--- config.mk ---
export PLATFORM = sky130hd
export DESIGN_NAME = fifo2ram_flat
export DESIGN_NICKNAME = d
export VERILOG_FILES = /design/src/rtl/fifo2ram_pkg.sv /design/src/rtl/fifo2ram_if.sv /design/src/rtl/fifo2ram.sv /design/src/flat_wrapper.sv
export SDC_FILE = /design/constraint.sdc
export NUM_CORES = 1
export LEC_CHECK = 0
export BUFFER_PORTS_ARGS = -buffer_cell sky130_fd_sc_hd__buf_2
export CAP_MARGIN = 20
export CORE_MARGIN = 2
export CORE_UTILIZATION = 57
export CTS_CLUSTER_SIZE = 8
export DETAILED_ROUTE_END_ITERATION = 10
export HOLD_SLACK_MARGIN = 0.06
export PLACE_DENSITY_LB_ADDON = 0.05
export SLEW_MARGIN = 10
export SYNTH_ARGS = -nofsm -noshare
export SYNTH_HDL_FRONTEND = slang
export SYNTH_SLANG_ARGS = --single-unit
--- constraint.sdc ---
create_clock -name clk -period 3 [get_ports clk]
set_input_delay 0 -clock clk [delete_from_list [all_inputs] [get_ports clk]]
set_output_delay 0 -clock clk [all_outputs]
set_load 0.01 [all_outputs]
--- src/rtl/fifo2ram_pkg.sv ---
// Shared definitions for the FIFO/RAM burst movers: FSM state encoding and
// default bus widths.
package fifo2ram_pkg;

  typedef enum logic [1:0] {
    StIdle = 2'd0,
    StRead = 2'd1,
    StDone = 2'd2
  } state_e;

  localparam int unsigned DefDw = 8;
  localparam int unsigned DefAw = 12;
  localparam int unsigned DefLw = 12;

endpackage

--- src/rtl/fifo2ram_if.sv ---
// Controller handshake, FIFO read port and RAM write port of the fifo2ram mover.
// The master modport is the mover itself; slave is its environment.
interface fifo2ram_if #(
  parameter int unsigned DW = fifo2ram_pkg::DefDw,
  parameter int unsigned AW = fifo2ram_pkg::DefAw,
  parameter int unsigned LW = fifo2ram_pkg::DefLw
) ();

  logic          fs;
  logic          fd;
  logic          busy;
  logic [AW-1:0] addr_base;
  logic [LW-1:0] len;
  logic [DW-1:0] fifo_rxd;
  logic          fifo_empty;
  logic          fifo_rxen;
  logic          ram_txen;
  logic [AW-1:0] ram_txa;
  logic [DW-1:0] ram_txd;

  modport master (
    input  fs,
    input  addr_base,
    input  len,
    input  fifo_rxd,
    input  fifo_empty,
    output fd,
    output busy,
    output fifo_rxen,
    output ram_txen,
    output ram_txa,
    output ram_txd
  );

  modport slave (
    output fs,
    output addr_base,
    output len,
    output fifo_rxd,
    output fifo_empty,
    input  fd,
    input  busy,
    input  fifo_rxen,
    input  ram_txen,
    input  ram_txa,
    input  ram_txd
  );

endinterface

--- src/rtl/fifo2ram.sv ---
// Copies a burst of len words from a latency-1 FIFO into a RAM write port,
// starting at addr_base, and reports completion on fd.
module fifo2ram
  import fifo2ram_pkg::*;
#(
  parameter int unsigned DW = DefDw,
  parameter int unsigned AW = DefAw,
  parameter int unsigned LW = DefLw
) (
  input  logic       clk,
  input  logic       rst,
  fifo2ram_if.master bus
);

  state_e        state;
  logic [AW-1:0] base_q;
  logic [LW-1:0] len_q;
  logic [LW-1:0] rd_cnt_q;
  logic [LW-1:0] wr_cnt_q;
  logic          rxen_q;
  logic          fd_q;
  logic          busy_q;
  logic          rd_more;
  logic          last_wr;

  assign rd_more = (rd_cnt_q < len_q);
  assign last_wr = rxen_q && (wr_cnt_q == len_q - LW'(1));

  assign bus.fifo_rxen = (state == StRead) && !bus.fifo_empty && rd_more;
  // FIFO data arrives one cycle after the read, in step with rxen_q.
  assign bus.ram_txen  = rxen_q;
  assign bus.ram_txa   = base_q + AW'(wr_cnt_q);
  assign bus.ram_txd   = rxen_q ? bus.fifo_rxd : DW'(0);
  assign bus.fd        = fd_q;
  assign bus.busy      = busy_q;

  always_ff @(posedge clk or negedge rst) begin
    if (!rst) begin
      state    <= StIdle;
      base_q   <= '0;
      len_q    <= '0;
      rd_cnt_q <= '0;
      wr_cnt_q <= '0;
      rxen_q   <= 1'b0;
      fd_q     <= 1'b0;
      busy_q   <= 1'b0;
    end else begin
      rxen_q <= bus.fifo_rxen;
      unique case (state)
        StIdle: begin
          if (bus.fs) begin
            base_q   <= bus.addr_base;
            len_q    <= bus.len;
            rd_cnt_q <= '0;
            wr_cnt_q <= '0;
            if (bus.len != '0) begin
              state  <= StRead;
              busy_q <= 1'b1;
            end else begin
              state <= StDone;
              fd_q  <= 1'b1;
            end
          end
        end
        StRead: begin
          if (bus.fifo_rxen) begin
            rd_cnt_q <= rd_cnt_q + LW'(1);
          end
          if (rxen_q) begin
            wr_cnt_q <= wr_cnt_q + LW'(1);
          end
          if (last_wr) begin
            state  <= StDone;
            busy_q <= 1'b0;
            fd_q   <= 1'b1;
          end
        end
        StDone: begin
          // Hold fd until the controller withdraws its request.
          if (!bus.fs) begin
            state <= StIdle;
            fd_q  <= 1'b0;
          end
        end
        default: state <= StIdle;
      endcase
    end
  end

endmodule

--- src/flat_wrapper.sv ---
// flat-port wrapper written by rule: the top's interface ports become plain ports
module fifo2ram_flat import fifo2ram_pkg::*;
#(
  parameter int unsigned DW = DefDw,
  parameter int unsigned AW = DefAw,
  parameter int unsigned LW = DefLw
)
  (clk, rst, bus_fs, bus_addr_base, bus_len, bus_fifo_rxd, bus_fifo_empty, bus_fd, bus_busy, bus_fifo_rxen, bus_ram_txen, bus_ram_txa, bus_ram_txd);
  fifo2ram_if #(.DW(DW), .AW(AW), .LW(LW)) bus_i ();
  input  logic clk;
  input  logic rst;
  input wire logic [$bits(bus_i.fs)-1:0] bus_fs;
  input wire logic [$bits(bus_i.addr_base)-1:0] bus_addr_base;
  input wire logic [$bits(bus_i.len)-1:0] bus_len;
  input wire logic [$bits(bus_i.fifo_rxd)-1:0] bus_fifo_rxd;
  input wire logic [$bits(bus_i.fifo_empty)-1:0] bus_fifo_empty;
  output wire logic [$bits(bus_i.fd)-1:0] bus_fd;
  output wire logic [$bits(bus_i.busy)-1:0] bus_busy;
  output wire logic [$bits(bus_i.fifo_rxen)-1:0] bus_fifo_rxen;
  output wire logic [$bits(bus_i.ram_txen)-1:0] bus_ram_txen;
  output wire logic [$bits(bus_i.ram_txa)-1:0] bus_ram_txa;
  output wire logic [$bits(bus_i.ram_txd)-1:0] bus_ram_txd;
  assign bus_i.fs = bus_fs;
  assign bus_i.addr_base = bus_addr_base;
  assign bus_i.len = bus_len;
  assign bus_i.fifo_rxd = bus_fifo_rxd;
  assign bus_i.fifo_empty = bus_fifo_empty;
  assign bus_fd = bus_i.fd;
  assign bus_busy = bus_i.busy;
  assign bus_fifo_rxen = bus_i.fifo_rxen;
  assign bus_ram_txen = bus_i.ram_txen;
  assign bus_ram_txa = bus_i.ram_txa;
  assign bus_ram_txd = bus_i.ram_txd;
  fifo2ram #(.DW(DW), .AW(AW), .LW(LW)) u_core (.clk(clk), .rst(rst), .bus(bus_i));
endmodule
# Word level (Yosys, flattened, before mapping)
# Index checks and enable logic that the tools add are counted.
# totals
regBits	53
latchBits	0
ramBits	0
mem_bits_ro	0
inputBits	36
output_inout_bits	24
elab_cells	57
memories	0
# classes
n_addsub	4
n_mul	0
div_mod_pow	0
order_cmp	1
eq_ne	10
shifts	0
n_mux	20
n_bitwise	0
reduce_logical	14
# op_table
cell	n
$pmux W12 S2	2
$mux W12	3
$add A12 B1 Y12 const B	2
$add A12 B12 Y12	1
$eq A12 B12 Y1	1
$lt A12 B12 Y1	1
$reduce_bool A12 Y1	1
$sub A12 B1 Y12 const B	1
$reduce_and A3 Y1	3
$mux W2	4
$mux W8	1
$ne A2 B1 Y1 const B	4
$mux W1	7
$ne A2 B2 Y1 const B	3
$pmux W2 S3	1
$reduce_and A5 Y1	1
$reduce_and A4 Y1	1
$logic_and A1 B1 Y1	3
$pmux W1 S3	1
$reduce_bool A3 Y1	1
$eq A2 B1 Y1 const B	1
$eq A2 B2 Y1 const B	1
$logic_not A2 Y1	1
$pmux W1 S2	1
other kinds (3)	3

# Longest topological paths before layout
# depth
ltp_word	5
depth_mapped	11
ltp_nobuf	9

# Worst setup path after synthesis
# No wires, ideal clock.
# synth_path
kind	register to register
start	register u_core.len_q[6]
end	register u_core.rd_cnt_q[10]
setup_ns	0.078
t_arrival_ns	2.262
slack_ns	0.660
path_stages_with_launch	11
n_path_buf	2
path_cell_list	dfrtp_1 clkbuf_1 inv_1 ha_1 a41oi_1 o21ai_0 a21oi_1 o21ai_2 buf_6 or4_1 a21oi_1
# synth_between
elab_chain_cells	4
# synth_lines
item	line	source
start, declared	fifo2ram.sv:17	logic [LW-1:0] len_q;
start signal, assigned	fifo2ram.sv:53	len_q <= bus.len;
$lt A12 B12 Y1	fifo2ram.sv:26	assign rd_more = (rd_cnt_q < len_q);
$logic_and A1 B1 Y1	fifo2ram.sv:29	assign bus.fifo_rxen = (state == StRead) && !bus.fifo_empty && rd_more;
$ne A2 B1 Y1 (no source line)	--	
$reduce_and A3 Y1 (no source line)	--	
end signal, assigned	fifo2ram.sv:67	rd_cnt_q <= rd_cnt_q + LW'(1);
end, declared	fifo2ram.sv:18	logic [LW-1:0] rd_cnt_q;
# Every way passes these cells.
# A chain may end at the register's enable or synchronous reset.

# Final worst setup path
# layout_path
start	register u_core.wr_cnt_q[6]
end	output port bus_ram_txa[11]
# layout_between
elab_chain_cells	1
# layout_lines
item	line	source
start, declared	fifo2ram.sv:19	logic [LW-1:0] wr_cnt_q;
start signal, assigned	fifo2ram.sv:70	wr_cnt_q <= wr_cnt_q + LW'(1);
$add A12 B12 Y12	fifo2ram.sv:32	assign bus.ram_txa = base_q + AW'(wr_cnt_q);
end, declared	flat_wrapper.sv:21	output wire logic [$bits(bus_i.ram_txa)-1:0] bus_ram_txa;
# Every way passes these cells.

==> run summary <==
Synth top area share -> 36.5%
fmax -> 0.351 GHz
Final ANT Viol Nets -> 0
ys flop type -> dfrtp_1
commonest non-fill, non-tap cells in the layout -> 72 x nand2_1, 59 x buf_2, 53 x dfrtp_1
CTS tree -> done
Syn Inst Count -> 423
First-pass DRT Iterations -> 4
VDD IR max -> 0.714 mV
CTS max path bufs -> 2
Critical Path Sink -> bus_ram_txa[11]
Mapped Area -> 0.00364 sq mm
WP data arrival -> 2.85 ns
Worst path max stage delay -> 0.49 ns
share of cells above drive strength 1 -> 15.3%
vias in the first global route -> 3,226
Placed Area -> 0.00401 sq mm
CTS Sinks -> 53
setup repair bufs after CTS -> 0
WP data required -> 3.00 ns
instance count on the critical path -> 7
period utilisation layout -> 94.8%
ys async rst share -> 100%
syn_nets -> 485
fin area -> 0.00438 sq mm
synth top area cells -> dfrtp_1 36%, ha_1 8.6%, nand2_1 7.4%, xnor2_1 4.6%, o21ai_0 3.6%
num rows -> 29
WL per Instance -> 14.9 um
P_leak -> 2.11 nW
syn_area_per_cell -> 8.60 sq um
drt drc -> 0
number of fillers in the final layout -> 521
crit path launch -> u_core.wr_cnt_q[6]
RR Endpoint -> u_core.rd_cnt_q[11]
buffers added on ports -> 59
# hold bufs at CTS -> 26
Congestion Overflow GR -> 0
PostCTS Resize Cnt -> 0
hold_sp -> bus_fifo_empty
Max transition margin -> 43.7%
Via density -> 5.68
Min-Delay Path Class -> in -> reg
Max-cap violations -> 0
Slowest cell on crit path -> dfrtp_1
worst slew pin tran -> 0.844 ns
Setup CP Type -> reg -> out
Critical Path Sink Type -> output port
Slew Viols, Final -> 0
Die H -> 83.9 um
Seq cells post-synth -> 53
Core Area -> 0.00624 sq mm
setup_tns -> 0 ns
global-route wire length before repair -> 15.0 mm
H-tree depth -> 2
CTS buffer count -> 5
vias -> 3,301
drt initial violations -> 170
final-report hold violation count -> 0
initial antenna violation count -> 0
# IOs -> 60
pin count of the biggest net entering global routing -> 37
DP HPWL -> 6.40 mm
number of synthesized flops with an enable pin -> 0
endpoints failing setup -> 0
Initial Util -> 58.3%
CTS clock-pin slew for the worst setup and hold paths -> 0.09 ns
unrepaired setup endpoints after global routing -> no
R2R depth -> 8
min cycle time layout -> 2.85 ns
CP cell instances -> ha_1 > a2111oi_0 > o21ai_0 > a41o_1 > or4_1 > and3_1 > buf_2
Nets -> 565
Critical R2R Launch -> u_core.len_q[6]
register area share after synthesis -> 36.5%
Hold WS -> 0.253 ns
Post-Place Worst Slack -> 0.424 ns
clock tree root buffer cell -> clkbuf_8
Routed WL -> 8.68 mm
synth warn -> 0
Clock Skews -> 0.00592 ns
CP bufs+invs -> 1
critical path's top delay family -> compound AO/OA/AOI/OAI gates
commonest non-fill, non-tap cell in the layout -> nand2_1
Placer Congestion -> 0.844
Setup WS post-layout -> 0.155 ns
unique cell type count in the Yosys netlist -> 54
top fanout value on the critical path -> 7
outcome -> completed
overall routing resource usage -> 25.8%
Pwr Density -> 837 mW/mm^2
Die Wd -> 83.9 um
diode count -> 0
dominant cell type by area after synthesis -> dfrtp_1
clock latency on the worst-skew pair -> 0.31 ns
Die ar. -> 0.00703 sq mm
R2R Setup Slk -> 0.38 ns
type of origin of the critical path -> flop
Area growth, synth to finish -> 20.5%
## per-stage QoR
step	std cells	util, %	power (mW)
2_1_floorplan	423	-	2.60
3_3_place_gp	547	64.2	3.09
3_5_place_dp	547	64.2	3.14
4_1_cts	581	70.2	3.68
5_1_grt	581	70.2	4.00
6_report	581	70.2	3.67
## layout make-up
| class | instances | area [sq um] | area share [%] |
|---|---|---|---|
| tap | 77 | 96.3 | 2.20 |
| clock buffer | 7 | 86.3 | 1.97 |
| multi-input combinational | 330 | 2160 | 49.3 |
| timing repair buffer | 88 | 591 | 13.5 |
| sequential | 53 | 1330 | 30.3 |
| inverter | 25 | 93.8 | 2.14 |
| clock inverter | 1 | 30.0 | 0.685 |
## cells in the mapped netlist (3+ instances only)
cell type / n
nor4_1: 8
nand4_1: 5
nand2b_1: 4
a21oi_1: 16
nor2b_1: 6
and4_1: 3
and3_1: 6
a31oi_1: 5
nor2_1: 22
clkbuf_1: 14
nand3_1: 13
dfrtp_1: 53
ha_1: 25
o31ai_1: 5
a21o_1: 6
o211ai_1: 3
or3_1: 4
inv_1: 25
or4_1: 7
o21ai_0: 26
nor3_1: 12
and2_1: 10
xnor2_1: 19
nand2_1: 72
xor2_1: 14
## per-layer routing
layer / vias up / routed length [um] / track usage [%]
li1: 1656 / - / -
met1: 1572 / 3890 / 33.6
met2: 60 / 4380 / 45.0
met3: 13 / 276 / 3.76
met4: 0 / 130 / 7.04
met5: - / 0 / 0
## report_power, final
part | leakage, nW | internal, mW | switching [mW]
combinational | 1.38 | 0.868 | 1.03
clock | 0.0585 | 0.272 | 0.233
sequential | 0.673 | 0.946 | 0.317
## worst min-delay path by stage
stage                                     end  cells after the start  slack, ns
after floorplan              u_core.base_q[0]                      0      -0.30
after global placement    u_core.bus.ram_txen                      1       0.14
after detailed placement  u_core.bus.ram_txen                      1       0.14
after CTS                  u_core.rd_cnt_q[2]                      6       0.25
after global routing       u_core.rd_cnt_q[2]                      6       0.27
final                      u_core.rd_cnt_q[2]                      6       0.25
## state kept, by name, indices dropped and copies added, names as in the netlist
name	flops
u_core.state	2
u_core.bus.ram_txen	1
u_core.bus.fd	1
u_core.rd_cnt_q	12
u_core.wr_cnt_q	12
u_core.base_q	12
u_core.bus.busy	1
u_core.len_q	12
## worst register-to-register path, delay by kind of cell (launching register included)
family | cells | cell delay (ns)
simple gates | 1 | 0.57
compound gates | 5 | 1.02
fa+ha+maj | 1 | 0.32
flops | 1 | 0.49
buf+inv | 1 | 0.15
## kinds of logic after synthesis
family,synth area share (%)
buffers and inverters,4.34
adders and majority gates,9.15
xor gates and xnor gates,7.95
and+or+nand+nor,25.7
DFF,36.5
muxes,0.275
AOI/OAI and AO/OA,16.1
Note: power is estimated with default switching activity, not from simulation.
